--- config.mk ---
export PLATFORM = sky130hd
export DESIGN_NAME = flow_level_controller
export DESIGN_NICKNAME = d
export VERILOG_FILES = /design/src/rtl/flow_pkg.sv /design/src/rtl/flow_level_qualifier.sv /design/src/rtl/flow_level_controller.sv
export SDC_FILE = /design/constraint.sdc
export NUM_CORES = 1
export LEC_CHECK = 0
export BUFFER_PORTS_ARGS = -buffer_cell sky130_fd_sc_hd__buf_2
export CAP_MARGIN = 20
export CORE_MARGIN = 10
export CORE_UTILIZATION = 50
export DETAILED_ROUTE_END_ITERATION = 10
export PLACE_DENSITY = 0.69
export SLEW_MARGIN = 10
export SYNTH_ARGS = -nofsm -noshare
export SYNTH_HDL_FRONTEND = slang
export SYNTH_SLANG_ARGS = --single-unit
export TNS_END_PERCENT = 100
--- constraint.sdc ---
create_clock -name clk -period 3.9 [get_ports clk]
set_clock_uncertainty 0.15 [all_clocks]
set_input_delay 0.78 -clock clk [delete_from_list [all_inputs] [get_ports clk]]
set_output_delay 0.78 -clock clk [all_outputs]
set_load 0.01 [all_outputs]
--- src/rtl/flow_pkg.sv ---
// Shared types, thresholds and code-conversion helpers for the flow-rate level path.
package flow_pkg;

    typedef logic [2:0] level_t;

    typedef enum logic [1:0] {
        DISABLED,
        ACQUIRE,
        TRACK,
        ALARM
    } state_t;

    localparam logic [3:0] FLOW_TH_L1 = 4'd3;
    localparam logic [3:0] FLOW_TH_L2 = 4'd4;
    localparam logic [3:0] FLOW_TH_L3 = 4'd5;
    localparam logic [3:0] FLOW_TH_L4 = 4'd6;
    localparam logic [3:0] FLOW_TH_L5 = 4'd7;

    function automatic level_t flow_to_level(input logic [3:0] code);
        level_t lvl;
        if (code >= FLOW_TH_L5)      lvl = 3'd5;
        else if (code >= FLOW_TH_L4) lvl = 3'd4;
        else if (code >= FLOW_TH_L3) lvl = 3'd3;
        else if (code >= FLOW_TH_L2) lvl = 3'd2;
        else if (code >= FLOW_TH_L1) lvl = 3'd1;
        else                         lvl = 3'd0;
        return lvl;
    endfunction

    // Levels above 5 cannot occur, but saturate the bar rather than wrap.
    function automatic logic [4:0] level_to_therm(input level_t lvl);
        logic [4:0] therm;
        case (lvl)
            3'd0:    therm = 5'b00000;
            3'd1:    therm = 5'b00001;
            3'd2:    therm = 5'b00011;
            3'd3:    therm = 5'b00111;
            3'd4:    therm = 5'b01111;
            default: therm = 5'b11111;
        endcase
        return therm;
    endfunction

endpackage

--- src/rtl/flow_level_qualifier.sv ---
// Debounce stage: tracks the last sampled candidate level and how many
// consecutive ticks it has repeated; pulses commit_pulse once it is stable.
module flow_level_qualifier
    import flow_pkg::*;
#(
    parameter int unsigned STABLE_CNT = 4
) (
    input  logic       clk,
    input  logic       rst_n,
    input  logic       clr,
    input  logic       tick,
    input  logic [2:0] candidate,
    output logic       commit_pulse,
    output logic [2:0] commit_level
);

    localparam int unsigned SW = $clog2(STABLE_CNT + 1);
    localparam logic [SW-1:0] STAB_MAX = SW'(STABLE_CNT);

    level_t        last_cand;
    logic [SW-1:0] stab_cnt;
    logic [SW-1:0] stab_nxt;

    always_comb begin
        stab_nxt = stab_cnt;
        if (candidate == last_cand) begin
            if (stab_cnt != STAB_MAX)
                stab_nxt = stab_cnt + 1'b1;
        end else begin
            stab_nxt = SW'(1);
        end
    end

    // commit_pulse is registered, giving the one-cycle latency after the tick edge.
    always_ff @(posedge clk or negedge rst_n) begin
        if (!rst_n) begin
            last_cand    <= '0;
            stab_cnt     <= '0;
            commit_pulse <= 1'b0;
            commit_level <= '0;
        end else if (clr) begin
            last_cand    <= '0;
            stab_cnt     <= '0;
            commit_pulse <= 1'b0;
            commit_level <= '0;
        end else begin
            commit_pulse <= tick && (stab_nxt == STAB_MAX);
            if (tick) begin
                last_cand    <= candidate;
                stab_cnt     <= stab_nxt;
                commit_level <= candidate;
            end
        end
    end

endmodule

--- src/rtl/flow_level_controller.sv ---
// Flow-rate sampling controller: prescaler, debounced level commit, bar output
// and sticky low-flow alarm. FLOW_PEAK_HOLD_EN adds peak_clr / peak_level.
module flow_level_controller
    import flow_pkg::*;
#(
    parameter int unsigned SAMPLE_DIV = 1000,
    parameter int unsigned STABLE_CNT = 4,
    parameter int unsigned LOW_LIMIT  = 8
) (
    input  logic       clk,
    input  logic       rst_n,
    input  logic       enable,
    input  logic [3:0] flow_rate,
    input  logic       alarm_clr,
`ifdef FLOW_PEAK_HOLD_EN
    input  logic       peak_clr,
    output logic [2:0] peak_level,
`endif
    output logic [4:0] bits,
    output logic [2:0] level,
    output logic       level_valid,
    output logic       low_flow_alarm
);

    localparam int unsigned PW = $clog2(SAMPLE_DIV);
    localparam logic [PW-1:0] DIV_MAX = PW'(SAMPLE_DIV - 1);
    localparam int unsigned LW = $clog2(LOW_LIMIT + 1);
    localparam logic [LW-1:0] LOW_MAX = LW'(LOW_LIMIT);

    state_t        state;
    logic [PW-1:0] pre_cnt;
    logic          tick;
    logic [LW-1:0] low_cnt;
    logic [LW-1:0] low_nxt;
    level_t        cand;
    logic          q_clr;
    logic          commit_pulse;
    level_t        commit_level;
    logic          do_commit;

    assign cand  = flow_to_level(flow_rate);
    assign tick  = (state != DISABLED) && (pre_cnt == DIV_MAX);
    // Clearing on !enable as well makes a falling enable win over a coincident tick.
    assign q_clr = !enable || (state == DISABLED);
    assign do_commit = commit_pulse && (state != DISABLED) &&
                       (!level_valid || (commit_level != level));

    always_comb begin
        low_nxt = '0;
        if (level == '0)
            low_nxt = (low_cnt == LOW_MAX) ? low_cnt : low_cnt + 1'b1;
    end

    always_ff @(posedge clk or negedge rst_n) begin
        if (!rst_n)
            pre_cnt <= '0;
        else if (q_clr || tick)
            pre_cnt <= '0;
        else
            pre_cnt <= pre_cnt + 1'b1;
    end

    flow_level_qualifier #(
        .STABLE_CNT (STABLE_CNT)
    ) u_qual (
        .clk          (clk),
        .rst_n        (rst_n),
        .clr          (q_clr),
        .tick         (tick),
        .candidate    (cand),
        .commit_pulse (commit_pulse),
        .commit_level (commit_level)
    );

    always_ff @(posedge clk or negedge rst_n) begin
        if (!rst_n) begin
            state          <= DISABLED;
            bits           <= '0;
            level          <= '0;
            level_valid    <= 1'b0;
            low_flow_alarm <= 1'b0;
            low_cnt        <= '0;
        end else if (!enable) begin
            state          <= DISABLED;
            bits           <= '0;
            level          <= '0;
            level_valid    <= 1'b0;
            low_flow_alarm <= 1'b0;
            low_cnt        <= '0;
        end else begin
            if (do_commit) begin
                level       <= commit_level;
                bits        <= level_to_therm(commit_level);
                level_valid <= 1'b1;
            end
            case (state)
                DISABLED: state <= ACQUIRE;
                ACQUIRE: begin
                    if (do_commit)
                        state <= TRACK;
                end
                TRACK: begin
                    if (tick) begin
                        low_cnt <= low_nxt;
                        if (low_nxt == LOW_MAX) begin
                            state          <= ALARM;
                            low_flow_alarm <= 1'b1;
                        end
                    end
                end
                ALARM: begin
                    // Uses the level registered before this edge, even if a commit lands now.
                    if (alarm_clr && (level != '0)) begin
                        state          <= TRACK;
                        low_flow_alarm <= 1'b0;
                        low_cnt        <= '0;
                    end else if (tick) begin
                        low_cnt <= low_nxt;
                    end
                end
                default: state <= DISABLED;
            endcase
        end
    end

`ifdef FLOW_PEAK_HOLD_EN
    always_ff @(posedge clk or negedge rst_n) begin
        if (!rst_n)
            peak_level <= '0;
        else if (!enable || (state == DISABLED))
            peak_level <= '0;
        else if (peak_clr)
            peak_level <= do_commit ? commit_level : level;
        else if (do_commit && (commit_level > peak_level))
            peak_level <= commit_level;
    end
`endif

endmodule

* Yosys cells after proc, flatten, opt, wreduce, memory -nomap -nowiden
Index checks and enable logic that the tools add are counted.
** Storage, ports and cells
- Bits in registers :: 33
- Input bits :: 8
- Output and inout bits :: 10
** Cells by class
- Add/subtract/negate cells :: 3
- $lt $le $gt $ge :: 5
- Equality and inequality tests :: 20
- Multiplexer cells :: 37
- Reductions and logical operators :: 18
** Operators by type and width (count)
- 3-bit 2-to-1 mux :: 10
- 5-bit one-hot mux with 5 select lines :: 1
- 4-bit 2-to-1 mux :: 5
- 4-bit by 3-bit greater-or-equal comparator with 1-bit output (second input constant) :: 4
- 3-bit != test (second input constant) :: 5
- 2-bit 2-to-1 mux :: 7
- 10-bit by 1-bit adder with 10-bit output (second input constant) :: 1
- 10-bit == test (second input constant) :: 1
- 10-bit 2-to-1 mux :: 1
- 5-bit 2-to-1 mux :: 2
- 4-bit == test (second input constant) :: 2
- 1-bit 2-to-1 mux :: 8
- 2-bit one-hot mux with 4 select lines :: 1
- 4-bit one-hot mux with 2 select lines :: 1
- 4-bit AND reduction :: 2
- 3-bit by 2-bit == test with 1-bit output (second input constant) :: 2
- 3-bit == test (second input constant) :: 2
- 3-bit logical NOT :: 2
- 1-bit logical AND :: 5
- 4-bit by 1-bit adder with 4-bit output (second input constant) :: 1
- 2-bit == test (second input constant) :: 2
- 4-bit by 2-bit greater-or-equal comparator with 1-bit output (second input constant) :: 1
- 2-bit nonzero test :: 2
- 3-bit by 1-bit adder with 3-bit output (second input constant) :: 1
- other kinds (11) :: 14

* Longest topological paths before layout
- Depth in word-level cells :: 11
- Mapped depth :: 7
- Mapped depth without buffers :: 7

* Modules after synthesis
From an unflattened synthesis, not the netlist that was laid out.
** Second synthesis, totals
- Cell total of the unflattened synthesis :: 196
- Area, all modules :: 1846.8 um2
** Modules (own cells, without submodules)
- flow_level_controller :: times used 1, cells each 154, area each 1428.9 um2
- flow_level_qualifier :: times used 1, cells each 42, area each 417.9 um2

* Least setup slack after synthesis
No wires, ideal clock.
- Kind :: input -> register
- From :: input enable
- To :: register low_cnt[3]
- Library setup time :: 0.079 ns
- Arrival :: 1.898 ns
- Data required time :: 3.671 ns
- Setup slack :: 1.773 ns
- Stages :: 4
- Cells stage by stage :: buf_2 -> a2111o_1 -> or4_1 -> a21oi_1
** On the way
- Longest elaborated chain between the ends :: 1
** Ends and longest elaborated chain
- start: declaration :: RTL line flow_level_controller.sv:12 : input logic enable,
- 3-bit by 1-bit != test with 1-bit output (no line) or 4-bit 2-to-1 mux (tied branches)
- end signal: assignment :: RTL line flow_level_controller.sv:104 : low_cnt <= low_nxt;
- end signal: assignment :: RTL line flow_level_controller.sv:118 : low_cnt <= low_nxt;
- end: declaration :: RTL line flow_level_controller.sv:33 : logic [LW-1:0] low_cnt;
Parallel ways exist; a longest one is shown, timed or not.
A chain may end at the register's enable or synchronous reset.

* Worst setup path after layout
- From :: register pre_cnt[4]
- To :: register state[0]
** On the way
- Longest elaborated chain between the ends :: 4
** Ends and longest elaborated chain
- start: declaration :: RTL line flow_level_controller.sv:31 : logic [PW-1:0] pre_cnt;
- start signal: assignment :: RTL line flow_level_controller.sv:60 : pre_cnt <= pre_cnt + 1'b1;
- 10-bit == test :: RTL line flow_level_controller.sv:42 : assign tick = (state != DISABLED) && (pre_cnt == DIV_MAX);
- 1-bit logical AND :: RTL line flow_level_controller.sv:42
- 3-bit != test (no line)
- 4-bit AND reduction (no line)
- end signal: assignment :: RTL line flow_level_controller.sv:77 : state <= DISABLED;
- end signal: assignment :: RTL line flow_level_controller.sv:84 : state <= DISABLED;
- end signal: assignment :: RTL line flow_level_controller.sv:97 : DISABLED: state <= ACQUIRE;
- end: declaration :: RTL line flow_level_controller.sv:30 : state_t state;
Every way passes these cells.

==> impl_metrics.csv <==
group,metric,value,unit
placed_design,gp_congestion,0.846,
clocking,cts_resized,0,
global_route,grt_use_total,12.6,%
timing,setup_slack,1.69,ns
pwr,p_int,0.430,mW
synth,synth_top_area_share,46.5,%
routing,num_vias,1405,
timing,drv_slew,0,
finish,fin_util,56.7,%
clocking,cts_htree_levels,2,
pwr,peakVddDrop,0.204,mV
timing,fin_crit_sh,56.6,%
pwr,p_leak,0.822,nW
timing,rsz0062_at_grt,"false",
clocking,cts_buffers,5,
setup_path,cp_data_required_time,3.99,ns
timing,slew_headroom,52.3,%
pwr,seq_power_share,59.7,%
floorplanning,dieArea,6190,um2
run_status,status,"completed",
finish,drive_gt1_share,13.2,%
routing,routed_via_density,5.62,
timing,hold_viol_final,0,
routing,dr.pass1.iters,4,
setup_path,cp_slowest_cell,"nor3_1",
pwr,clkPwrFrac,35.7,%
timing,worstMarginPinSlew,0.716,ns
global_route,antenna_found_initial,0,
synth,syn_avg_cell_area,9.26,um2
placed_design,placed_cells,242,
timing,setup_viol,0,
setup_path,startpoint_type,"flip-flop",
synth,yosys_warnings,0,
placed_design,dp_slack,1.58,ns
synth,yosysTopAreaCell,"dfrtp_1",
clocking,cts.reportedPaths.clkPinSlew,0.10,ns
clocking,tritoncts,"yes",
setup_path,timing.rr.end,"state[0]",
clocking,root_buffer,"clkbuf_4",
setup_path,endpoint_kind,"flip-flop",
timing,fin_tns_setup,0,ns
pwr,power_density,297,nW/um2
clocking,worstSkewPairLatency,0.33,ns
finish,stdcell_count,250,
synth,synth_cell_types,39,
setup_path,path_cells,"or3b_4, nor3_1, nand4_1, a211oi_1",
setup_path,cp.arrival,2.30,ns
finish,final_common_cell,"dfrtp_1",
synth,yosysSeqAreaShare,46.5,%
synth,synthTopCellsByArea,"dfrtp_1 (47%), o21ai_0 (4.1%), nand3_1 (3.8%), nand2_1 (3.7%), ha_1 (3.6%)",
pwr,p_sw,0.132,mW
setup_path,slowest_delay,0.60,ns
clocking,post-cts-setup-buffers,0,
finish,finalNetCount,216,
setup_path,path_max_fanout,6,
setup_path,crit_family,"simple AND/OR/NAND/NOR gates",
global_route,grt_pass1_vias,1408,
floorplanning,start_util,51.6,%
routing,wl_per_cell,14.6,um
global_route,grt_max_degree,33,
timing,timing.fmax,453,MHz
floorplanning,fp-row-count,21,
finish,area_growth,9.88,%
floorplanning,io_pins,18,
finish,diodes,0,
pwr,power,0.561,mW
placed_design,dpl.hpwl,2.60,mm
synth,synth_fp_nets,199,
routing,totalWireLength,3.64,mm
placed_design,dpl-instance-area,1830,um2
clocking,clockBufferDepth,2,
global_route,grt_pass1_wl,6.46,mm
synth,synth-seq-cells,32,
setup_path,path_buf_inv,0,
floorplanning,die_h,78.7,um
placed_design,portBuffers,17,
synth,synth_area,1720,um2
worst_hold_path,hold_class,"input pin to async pin",
synth,synth_cells,186,
pwr,combPwrFrac,4.6,%
clocking,cts_hold_buffers,0,
floorplanning,core_area,3340,um2
global_route,grt_remaining_overflow,0,
setup_path,path_class,"flip-flop to flip-flop",
pwr,switching_share,23.5,%
finish,final_cell_mix,"dfrtp_1 (32), nand2_1 (17), buf_2 (17), nor2_1 (16), o21ai_0 (14)",
clocking,clock_sinks,32,
setup_path,r2r_cells,4,
routing,drt_drc_violations_left,0,
timing,fin_crit,2.21,ns
floorplanning,die_x,78.7,um
flow_run,cap_violations,0,
routing,drt-initial-drc-count,94,
finish,final_cell_area,1890,um2
routing,ant_nets,0,
timing,hold_ws,0.337,ns
setup_path,worstReg2RegStart,"pre_cnt[4]",
setup_path,rrSetupSlack,1.69,ns
routing by layer:
| metal | vias up | track usage (%) | part of all wire (%) |
|---|---|---|---|
| met4 | 0 | 4.48 | 1.1 |
| met5 | - | 0 | 0 |
| li1 | 699 | - | - |
| met2 | 39 | 20.1 | 46 |
| met1 | 662 | 15.3 | 47 |
| met3 | 5 | 4.56 | 5.8 |
cell type report:
type                       count  area (um2)
timing repair buffer          17        85.1
inverter                       7        26.3
fill                         302        1450
multi-input combinational    140         863
clock buffer                   8        58.8
sequential                    32         801
tap                           46        57.6
logic make-up after synthesis:
family | synth area share, %
simple gates | 22.0
compound gates | 17.1
flops | 46.5
buf+inv | 3.34
xor+xnor | 5.09
fa+ha+maj | 3.63
mux | 2.33
how the worst max path moves through the flow:
| stage | depth (start not counted) | startpoint | endpoint | slack, ns |
|---|---|---|---|---|
| 6_report | 4 | pre_cnt[4] | state[0] | 1.69 |
| 4_1_cts | 4 | pre_cnt[4] | state[0] | 1.69 |
| 2_1_floorplan | 4 | enable | low_cnt[3] | 1.77 |
| 5_1_grt | 4 | pre_cnt[4] | state[0] | 1.51 |
| 3_3_place_gp | 6 | flow_rate[3] | u_qual.commit_pulse | 1.62 |
| 3_5_place_dp | 6 | flow_rate[3] | u_qual.commit_pulse | 1.58 |
cell usage after synthesis:
| library cell | instances |
|---|---|
| nand3b_1 | 2 |
| o21a_1 | 5 |
| a311oi_1 | 1 |
| a211oi_1 | 3 |
| mux2i_1 | 4 |
| buf_4 | 1 |
| nand4_1 | 3 |
| a2111o_1 | 1 |
| nand3_1 | 13 |
| dfrtp_1 | 32 |
| or3_1 | 4 |
| o211ai_1 | 3 |
| a21boi_0 | 1 |
| a2111oi_0 | 1 |
| clkbuf_1 | 5 |
| xor2_1 | 3 |
| and3_1 | 4 |
| and3_2 | 2 |
| o2111ai_1 | 1 |
| buf_2 | 1 |
| a211o_1 | 1 |
| or4_1 | 1 |
| o31ai_1 | 2 |
| nor3b_1 | 1 |
| ha_1 | 5 |
| inv_1 | 7 |
| o21ai_0 | 14 |
| nor3_1 | 5 |
| or2_2 | 1 |
| and2_1 | 1 |
| a21boi_1 | 1 |
| or3b_4 | 1 |
| nor2_1 | 16 |
| nand2_1 | 17 |
| nor4b_1 | 1 |
| a21oi_1 | 10 |
| a21o_1 | 2 |
| nor2b_1 | 3 |
| xnor2_1 | 7 |
flip-flops by register name (all words and copies together), names as in the netlist:
name,cells
level,2
low_flow_alarm,1
u_qual.commit_level,3
u_qual.stab_cnt,3
level_valid,1
pre_cnt,10
bits,5
u_qual.commit_pulse,1
low_cnt,4
state,2
worst reg2reg max path, stage by stage, from the launching register on:
cell	delay (ns)
dfrtp_1	0.43
or3b_4	0.43
nor3_1	0.60
nand4_1	0.21
a211oi_1	0.29
power by group through the flow:
stage	sequential (mW)	combinational [mW]	clock (mW)
floorplan	0.341	0.0130	0
global placement	0.342	0.0256	0
detailed placement	0.342	0.0267	0
CTS	0.335	0.0267	0.207
global route	0.335	0.0302	0.223
finish	0.335	0.0260	0.200
Power figures use the tool's default switching activity.
